$ cat src/rtl/counter_scheduler_pkg.sv
// Shared constants and FSM state encoding for the two-requester counter scheduler.
package counter_scheduler_pkg;

  localparam int N_REQ = 2;
  localparam int LEN_W = 3;
  localparam int CNT_W = 2;

  typedef enum logic [1:0] {
    S_IDLE  = 2'd0,
    S_GRANT = 2'd1,
    S_RUN   = 2'd2,
    S_DONE  = 2'd3
  } state_t;

endpackage

$ cat src/rtl/counter_scheduler_rr_pick.sv
// Combinational round-robin pick between two requesters; ptr names the requester
// that wins when both are asking.
module rr_pick
  import counter_scheduler_pkg::*;
(
  input  logic [N_REQ-1:0] req,
  input  logic             ptr,
  output logic [N_REQ-1:0] pick
);

  always_comb begin
    pick = '0;
    unique case (req)
      2'b01:   pick = 2'b01;
      2'b10:   pick = 2'b10;
      2'b11:   pick = ptr ? 2'b10 : 2'b01;
      default: pick = '0;
    endcase
  end

endmodule

$ cat src/rtl/counter_scheduler.sv
// Grants one requester at a time a burst of cnt_en cycles on a shared 2-bit counter,
// whose value is shadowed on cnt_val with a wrap pulse on 3->0.
module counter_scheduler
  import counter_scheduler_pkg::*;
(
  input  logic             clk,
  input  logic             reset,
  input  logic [N_REQ-1:0] req,
  input  logic [LEN_W-1:0] len0,
  input  logic [LEN_W-1:0] len1,
  output logic [N_REQ-1:0] gnt,
  output logic             busy,
  output logic             cnt_en,
  output logic [N_REQ-1:0] done,
  output logic [CNT_W-1:0] cnt_val,
  output logic             wrap
);

  state_t           state_q, state_d;
  logic [LEN_W-1:0] remaining, remaining_d;
  logic             ptr, ptr_d;
  logic [N_REQ-1:0] pick;
  logic [N_REQ-1:0] gnt_d, done_d;
  logic             busy_d, cnt_en_d;

  rr_pick u_rr_pick (
    .req  (req),
    .ptr  (ptr),
    .pick (pick)
  );

  // Every output is computed one cycle ahead here so the registered copy lines up with the state.
  always_comb begin
    state_d     = state_q;
    remaining_d = remaining;
    ptr_d       = ptr;
    gnt_d       = gnt;
    busy_d      = busy;
    cnt_en_d    = 1'b0;
    done_d      = '0;
    unique case (state_q)
      S_IDLE: begin
        gnt_d  = '0;
        busy_d = 1'b0;
        if (req != '0) begin
          state_d     = S_GRANT;
          gnt_d       = pick;
          busy_d      = 1'b1;
          remaining_d = pick[1] ? len1 : len0;
        end
      end
      S_GRANT: begin
        if (remaining != '0) begin
          state_d  = S_RUN;
          cnt_en_d = 1'b1;
        end else begin
          state_d = S_DONE;
          done_d  = gnt;
        end
      end
      S_RUN: begin
        remaining_d = remaining - LEN_W'(1);
        if (remaining == LEN_W'(1)) begin
          state_d = S_DONE;
          done_d  = gnt;
        end else begin
          cnt_en_d = 1'b1;
        end
      end
      S_DONE: begin
        state_d = S_IDLE;
        gnt_d   = '0;
        busy_d  = 1'b0;
        ptr_d   = gnt[0];
      end
      default: state_d = S_IDLE;
    endcase
  end

  always_ff @(posedge clk) begin
    if (reset) begin
      state_q   <= S_IDLE;
      remaining <= '0;
      ptr       <= 1'b0;
      gnt       <= '0;
      busy      <= 1'b0;
      cnt_en    <= 1'b0;
      done      <= '0;
    end else begin
      state_q   <= state_d;
      remaining <= remaining_d;
      ptr       <= ptr_d;
      gnt       <= gnt_d;
      busy      <= busy_d;
      cnt_en    <= cnt_en_d;
      done      <= done_d;
    end
  end

  // Shadow of the shared counter: it advances on the edges where the registered enable is high.
  always_ff @(posedge clk) begin
    if (reset) begin
      cnt_val <= '0;
      wrap    <= 1'b0;
    end else begin
      cnt_val <= cnt_val + CNT_W'(cnt_en);
      wrap    <= cnt_en && (cnt_val == CNT_W'(3));
    end
  end

endmodule

$ cat config.mk
export PLATFORM = sky130hd
export DESIGN_NAME = counter_scheduler
export DESIGN_NICKNAME = d
export VERILOG_FILES = /design/src/rtl/counter_scheduler_pkg.sv /design/src/rtl/counter_scheduler_rr_pick.sv /design/src/rtl/counter_scheduler.sv
export SDC_FILE = /design/constraint.sdc
export NUM_CORES = 1
export LEC_CHECK = 0
export CORE_UTILIZATION = 39
export CTS_CLUSTER_DIAMETER = 150
export DETAILED_ROUTE_END_ITERATION = 10
export GPL_TIMING_DRIVEN = 1
export RECOVER_POWER = 25
export SETUP_SLACK_MARGIN = 0.3
export SKIP_CTS_REPAIR_TIMING = 1
export SLEW_MARGIN = 40
export SYNTH_ARGS = -nofsm -noshare
export SYNTH_HDL_FRONTEND = slang
export SYNTH_SLANG_ARGS = --single-unit
$ cat constraint.sdc
create_clock -name clk -period 1.9 [get_ports clk]
set_clock_uncertainty 0.05 [all_clocks]
set_input_delay 0.38 -clock clk [delete_from_list [all_inputs] [get_ports clk]]
set_output_delay 0.38 -clock clk [all_outputs]
set_load 0.005 [all_outputs]
==> impl_metrics.prom <==
# TYPE chip_impl_metric gauge
chip_impl_metric{name="required_time_worst_endpoint",unit="ps"} 1990
chip_impl_info{name="endpoint_kind",value="register"} 1
chip_impl_info{name="reg2reg_from",value="state_q[0]"} 1
chip_impl_metric{name="regArea",unit="sq um"} 309
chip_impl_metric{name="multi_input_comb_area",unit="sq um"} 523
chip_impl_metric{name="dp.final_hpwl",unit="microns"} 1210
chip_impl_metric{name="finalWorstSetupSlack",unit="ps"} 331
chip_impl_metric{name="fillers",unit=""} 178
chip_impl_metric{name="num_io_pins",unit=""} 19
chip_impl_metric{name="finalCriticalPeriod",unit="ps"} 1570
chip_impl_metric{name="syn-mean-instance-area",unit="sq um"} 9.33
chip_impl_info{name="worst_r2r_endpoint",value="remaining[0]"} 1
chip_impl_metric{name="grt_remaining_overflow",unit=""} 0
chip_impl_metric{name="final.period_utilization",unit="%"} 82.6
chip_impl_info{name="worstPathCellList",value="inv_2 > ha_4 > or3b_4 > a221oi_2 > nor3_1"} 1
chip_impl_metric{name="synth_enable_flop_cells",unit=""} 0
chip_impl_metric{name="yosys.cell_types.count",unit=""} 34
chip_impl_metric{name="finish.net_count",unit=""} 132
chip_impl_metric{name="detailedRoute.firstPassIterationCount",unit=""} 4
chip_impl_metric{name="worst_ir_drop_vdd",unit="mV"} 0.602
chip_impl_metric{name="timing.critical_path.slowest_cell_delay",unit="ps"} 410
chip_impl_info{name="path_class",value="reg2reg"} 1
chip_impl_info{name="grt_setup_unrepaired",value="no"} 1
chip_impl_info{name="synth_flop_cell",value="sky130_fd_sc_hd__dfxtp_1"} 1
chip_impl_metric{name="floorplan.initialDensity",unit="%"} 41.9
chip_impl_metric{name="maxCapViolations",unit=""} 0
chip_impl_metric{name="report.final.setup_viol",unit=""} 0
chip_impl_metric{name="netlist.area_leader.share",unit="%"} 36.1
chip_impl_metric{name="timing.critical_path.fanout_max",unit=""} 7
chip_impl_metric{name="pwr_density_cell",unit="mW/mm^2"} 1170
chip_impl_metric{name="setup-tns-final",unit="ps"} 0
chip_impl_info{name="timing.hold.worst.class",value="reg2reg"} 1
chip_impl_metric{name="timing.reg2reg.setup_slack",unit="ps"} 330
chip_impl_metric{name="finalNonFillerCells",unit=""} 139
chip_impl_metric{name="critical_path_cell_count",unit=""} 5
chip_impl_metric{name="yosys_register_bits",unit=""} 15
chip_impl_info{name="timing.critical_path.max_delay_family",value="simple AND/OR/NAND/NOR gates"} 1
chip_impl_metric{name="mappedNetlistNets",unit=""} 108
chip_impl_info{name="cts.root.buffer_cell",value="sky130_fd_sc_hd__clkbuf_4"} 1
chip_impl_metric{name="place_ws",unit="ps"} 2.52
chip_impl_metric{name="dr.first_iter.drc_count",unit=""} 10
chip_impl_metric{name="synth.yosys.seq_area_share",unit="%"} 36.1
chip_impl_metric{name="max_slew_margin",unit="%"} 63.7
chip_impl_info{name="timing.critical_path.from",value="state_q[0]"} 1
chip_impl_metric{name="fmaxAchievable",unit="MHz"} 637
chip_impl_metric{name="floorplan.die.width",unit="microns"} 48.2
chip_impl_info{name="cpMaxStageDelayCell",value="sky130_fd_sc_hd__or3b_4"} 1
chip_impl_metric{name="cp.buffers_inverters",unit=""} 1
chip_impl_info{name="worst_setup_path_start_kind",value="register"} 1
chip_impl_metric{name="clock_sink_count",unit=""} 15
chip_impl_metric{name="syn_inst",unit=""} 89
chip_impl_metric{name="internal_power",unit="uW"} 833
chip_impl_metric{name="htreeDepth",unit=""} 1
chip_impl_metric{name="rows",unit=""} 16
chip_impl_metric{name="async_reset_ff_share",unit="%"} 0
chip_impl_metric{name="worst-r2r-cell-count",unit=""} 5
chip_impl_metric{name="max_slew.worst_pin.slew",unit="ps"} 545
chip_impl_metric{name="vias",unit=""} 719
chip_impl_metric{name="worst_skew_pair_latency",unit="ps"} 270
chip_impl_metric{name="number_of_antenna_violations_at_the_first_check_in_global_routing",unit=""} 0
chip_impl_metric{name="place.port_buffers",unit=""} 18
chip_impl_metric{name="timing_hold_violations_final",unit=""} 0
chip_impl_info{name="endpoint",value="remaining[0]"} 1
chip_impl_metric{name="post_drt_via_cell_ratio",unit=""} 5.17
chip_impl_metric{name="worst_setup_hold_path_clk_slew",unit="ps"} 90
chip_impl_metric{name="design.die.area",unit="sq mm"} 0.00232
chip_impl_metric{name="crit_arrival",unit="ps"} 1660
chip_impl_metric{name="p_sw",unit="uW"} 475
chip_impl_metric{name="post-route-util",unit="%"} 56.4
chip_impl_metric{name="routedWlPerCell",unit="microns"} 11.7
chip_impl_metric{name="postRouteWirelength",unit="microns"} 1630
chip_impl_info{name="synthDominantAreaCellType",value="sky130_fd_sc_hd__dfxtp_1"} 1
chip_impl_metric{name="num_antenna_cells",unit=""} 0
chip_impl_info{name="cts_tree",value="built"} 1
chip_impl_metric{name="post_synth_instance_area",unit="sq um"} 831
chip_impl_metric{name="gpl.final_weighted_congestion",unit=""} 0.726
chip_impl_metric{name="tritoncts.num_buffers",unit=""} 3
chip_impl_metric{name="post_route_cells_drive_above_1_share",unit="%"} 20.5
chip_impl_metric{name="first_global_vias",unit=""} 560
chip_impl_metric{name="clk_path_buf_depth",unit=""} 2
chip_impl_metric{name="ys.warnings.count",unit=""} 0
chip_impl_metric{name="die_h",unit="microns"} 48.2
chip_impl_metric{name="route.antenna.remaining_nets",unit=""} 0
chip_impl_metric{name="grtUsageTotal",unit="%"} 14.7
chip_impl_metric{name="power.static_leakage",unit="nW"} 0.450
chip_impl_info{name="run_status",value="finished clean"} 1
chip_impl_metric{name="route.detailed.drc",unit=""} 0
chip_impl_metric{name="grt_pass1_wl",unit="microns"} 2400
chip_impl_metric{name="pwr-share-clk",unit="%"} 13.6
chip_impl_info{name="worstHoldStart",value="busy"} 1
chip_impl_metric{name="grt_start_max_net_pins",unit=""} 14
chip_impl_metric{name="share_seq_of_total_power",unit="%"} 36.2
chip_impl_metric{name="design.core.area",unit="sq mm"} 0.00198
chip_impl_metric{name="post-layout-total-power",unit="mW"} 1.31
chip_impl_metric{name="power_switching_share",unit="%"} 36.3
chip_impl_metric{name="placedCellCount",unit=""} 133
chip_impl_metric{name="power_frac_comb",unit="%"} 50.2
chip_impl_metric{name="timing_max_transition_violations_final",unit=""} 0
chip_impl_metric{name="layout-area-overhead-vs-synth",unit="%"} 34.6
chip_impl_info{name="netlist_top_cells_area",value="sky130_fd_sc_hd__dfxtp_1 36%, sky130_fd_sc_hd__ha_1 14%, sky130_fd_sc_hd__nor2_1 3.2%, sky130_fd_sc_hd__nand2b_1 3.0%, sky130_fd_sc_hd__o21ai_0 3.0%"} 1
## layout by cell type (no fill, tap or decap), types with 2 or more instances in the layout
| cell type | instances |
|---|---|
| sky130_fd_sc_hd__inv_2 | 2 |
| sky130_fd_sc_hd__a21oi_1 | 4 |
| sky130_fd_sc_hd__buf_4 | 3 |
| sky130_fd_sc_hd__mux2i_1 | 2 |
| sky130_fd_sc_hd__clkbuf_1 | 2 |
| sky130_fd_sc_hd__and2_1 | 2 |
| sky130_fd_sc_hd__clkdlybuf4s50_1 | 15 |
| sky130_fd_sc_hd__dfxtp_1 | 8 |
| sky130_fd_sc_hd__nor3_1 | 2 |
| sky130_fd_sc_hd__nand2_1 | 5 |
| sky130_fd_sc_hd__ha_1 | 8 |
| sky130_fd_sc_hd__o21ai_0 | 4 |
| sky130_fd_sc_hd__inv_1 | 2 |
| sky130_fd_sc_hd__nor2_1 | 7 |
| sky130_fd_sc_hd__a21boi_0 | 3 |
| sky130_fd_sc_hd__nor2b_1 | 2 |
| sky130_fd_sc_hd__nand2b_1 | 4 |
| sky130_fd_sc_hd__and4b_1 | 2 |
| sky130_fd_sc_hd__dfxtp_2 | 7 |
| sky130_fd_sc_hd__dlymetal6s2s_1 | 2 |
| sky130_fd_sc_hd__clkbuf_4 | 3 |
## per-stage QoR
step	hold WS, ps	cell area [sq um]
after floorplan	406	831
after global placement	403	1040
after detailed placement	408	1040
after CTS	422	1060
after global routing	441	1120
final	419	1120
## cell type report
type / instances / area share [%]
Clock buffer: 4 / 2.35
Inverter: 4 / 1.34
Multi-Input combinational cell: 67 / 46.8
Sequential cell: 15 / 27.6
Tap cell: 27 / 3.02
Timing Repair Buffer: 22 / 18.9
## cell usage after synthesis (2+ instances only)
| library cell | count |
|---|---|
| sky130_fd_sc_hd__inv_1 | 4 |
| sky130_fd_sc_hd__o21ai_0 | 5 |
| sky130_fd_sc_hd__and2_1 | 2 |
| sky130_fd_sc_hd__nand2_1 | 5 |
| sky130_fd_sc_hd__dfxtp_1 | 15 |
| sky130_fd_sc_hd__buf_4 | 3 |
| sky130_fd_sc_hd__nand2b_1 | 4 |
| sky130_fd_sc_hd__a221oi_1 | 2 |
| sky130_fd_sc_hd__nor2b_1 | 2 |
| sky130_fd_sc_hd__nor3_1 | 2 |
| sky130_fd_sc_hd__nor2_1 | 7 |
| sky130_fd_sc_hd__and4b_1 | 2 |
| sky130_fd_sc_hd__a21oi_1 | 4 |
| sky130_fd_sc_hd__mux2i_1 | 2 |
| sky130_fd_sc_hd__ha_1 | 9 |
| sky130_fd_sc_hd__a21boi_0 | 3 |
## power groups by stage
stage          registers (mW)  clock network, mW  logic [mW]
6_report                0.474              0.178       0.656
5_1_grt                 0.490              0.199       0.732
4_1_cts                 0.468              0.185       0.560
3_5_place_dp            0.474                  0       0.557
3_3_place_gp            0.474                  0       0.558
2_1_floorplan           0.461                  0       0.393
## how the worst min path moves through the flow
stage | to | slack (ps) | cells after the start
6_report | busy | 420 | 2
5_1_grt | busy | 440 | 2
4_1_cts | busy | 420 | 2
3_5_place_dp | busy | 410 | 2
3_3_place_gp | busy | 400 | 2
2_1_floorplan | busy | 410 | 2
## state kept, by name, summed over array words and instances (netlist names)
register	cells
done	2
cnt_val	2
remaining	3
gnt	2
state_q	2
wrap	1
busy	1
cnt_en	1
ptr	1
## tightest hold or removal path, stage by stage, from the launching register on
cell and delay [ps]:
sky130_fd_sc_hd__dfxtp_1 320, sky130_fd_sc_hd__nand2_1 60, sky130_fd_sc_hd__a21oi_1 50
## cell families after synthesis
family	synth area share [%]
AO/OA/AOI/OAI	21.5
multiplexers	2.41
AND/OR/NAND/NOR	20.8
adder cells (fa/ha/maj)	13.6
XOR/XNOR	1.05
buffers and inverters	4.52
flip-flops	36.1
## metal layers
layer / GRT usage (%) / wire length, microns / vias up
li1: - / - / 372
met1: 20.9 / 780 / 326
met4: 3.33 / 28 / 0
met3: 2.22 / 47 / 4
met5: 0 / 0 / -
met2: 23.2 / 774 / 17
Power figures use the tool's default switching activity.
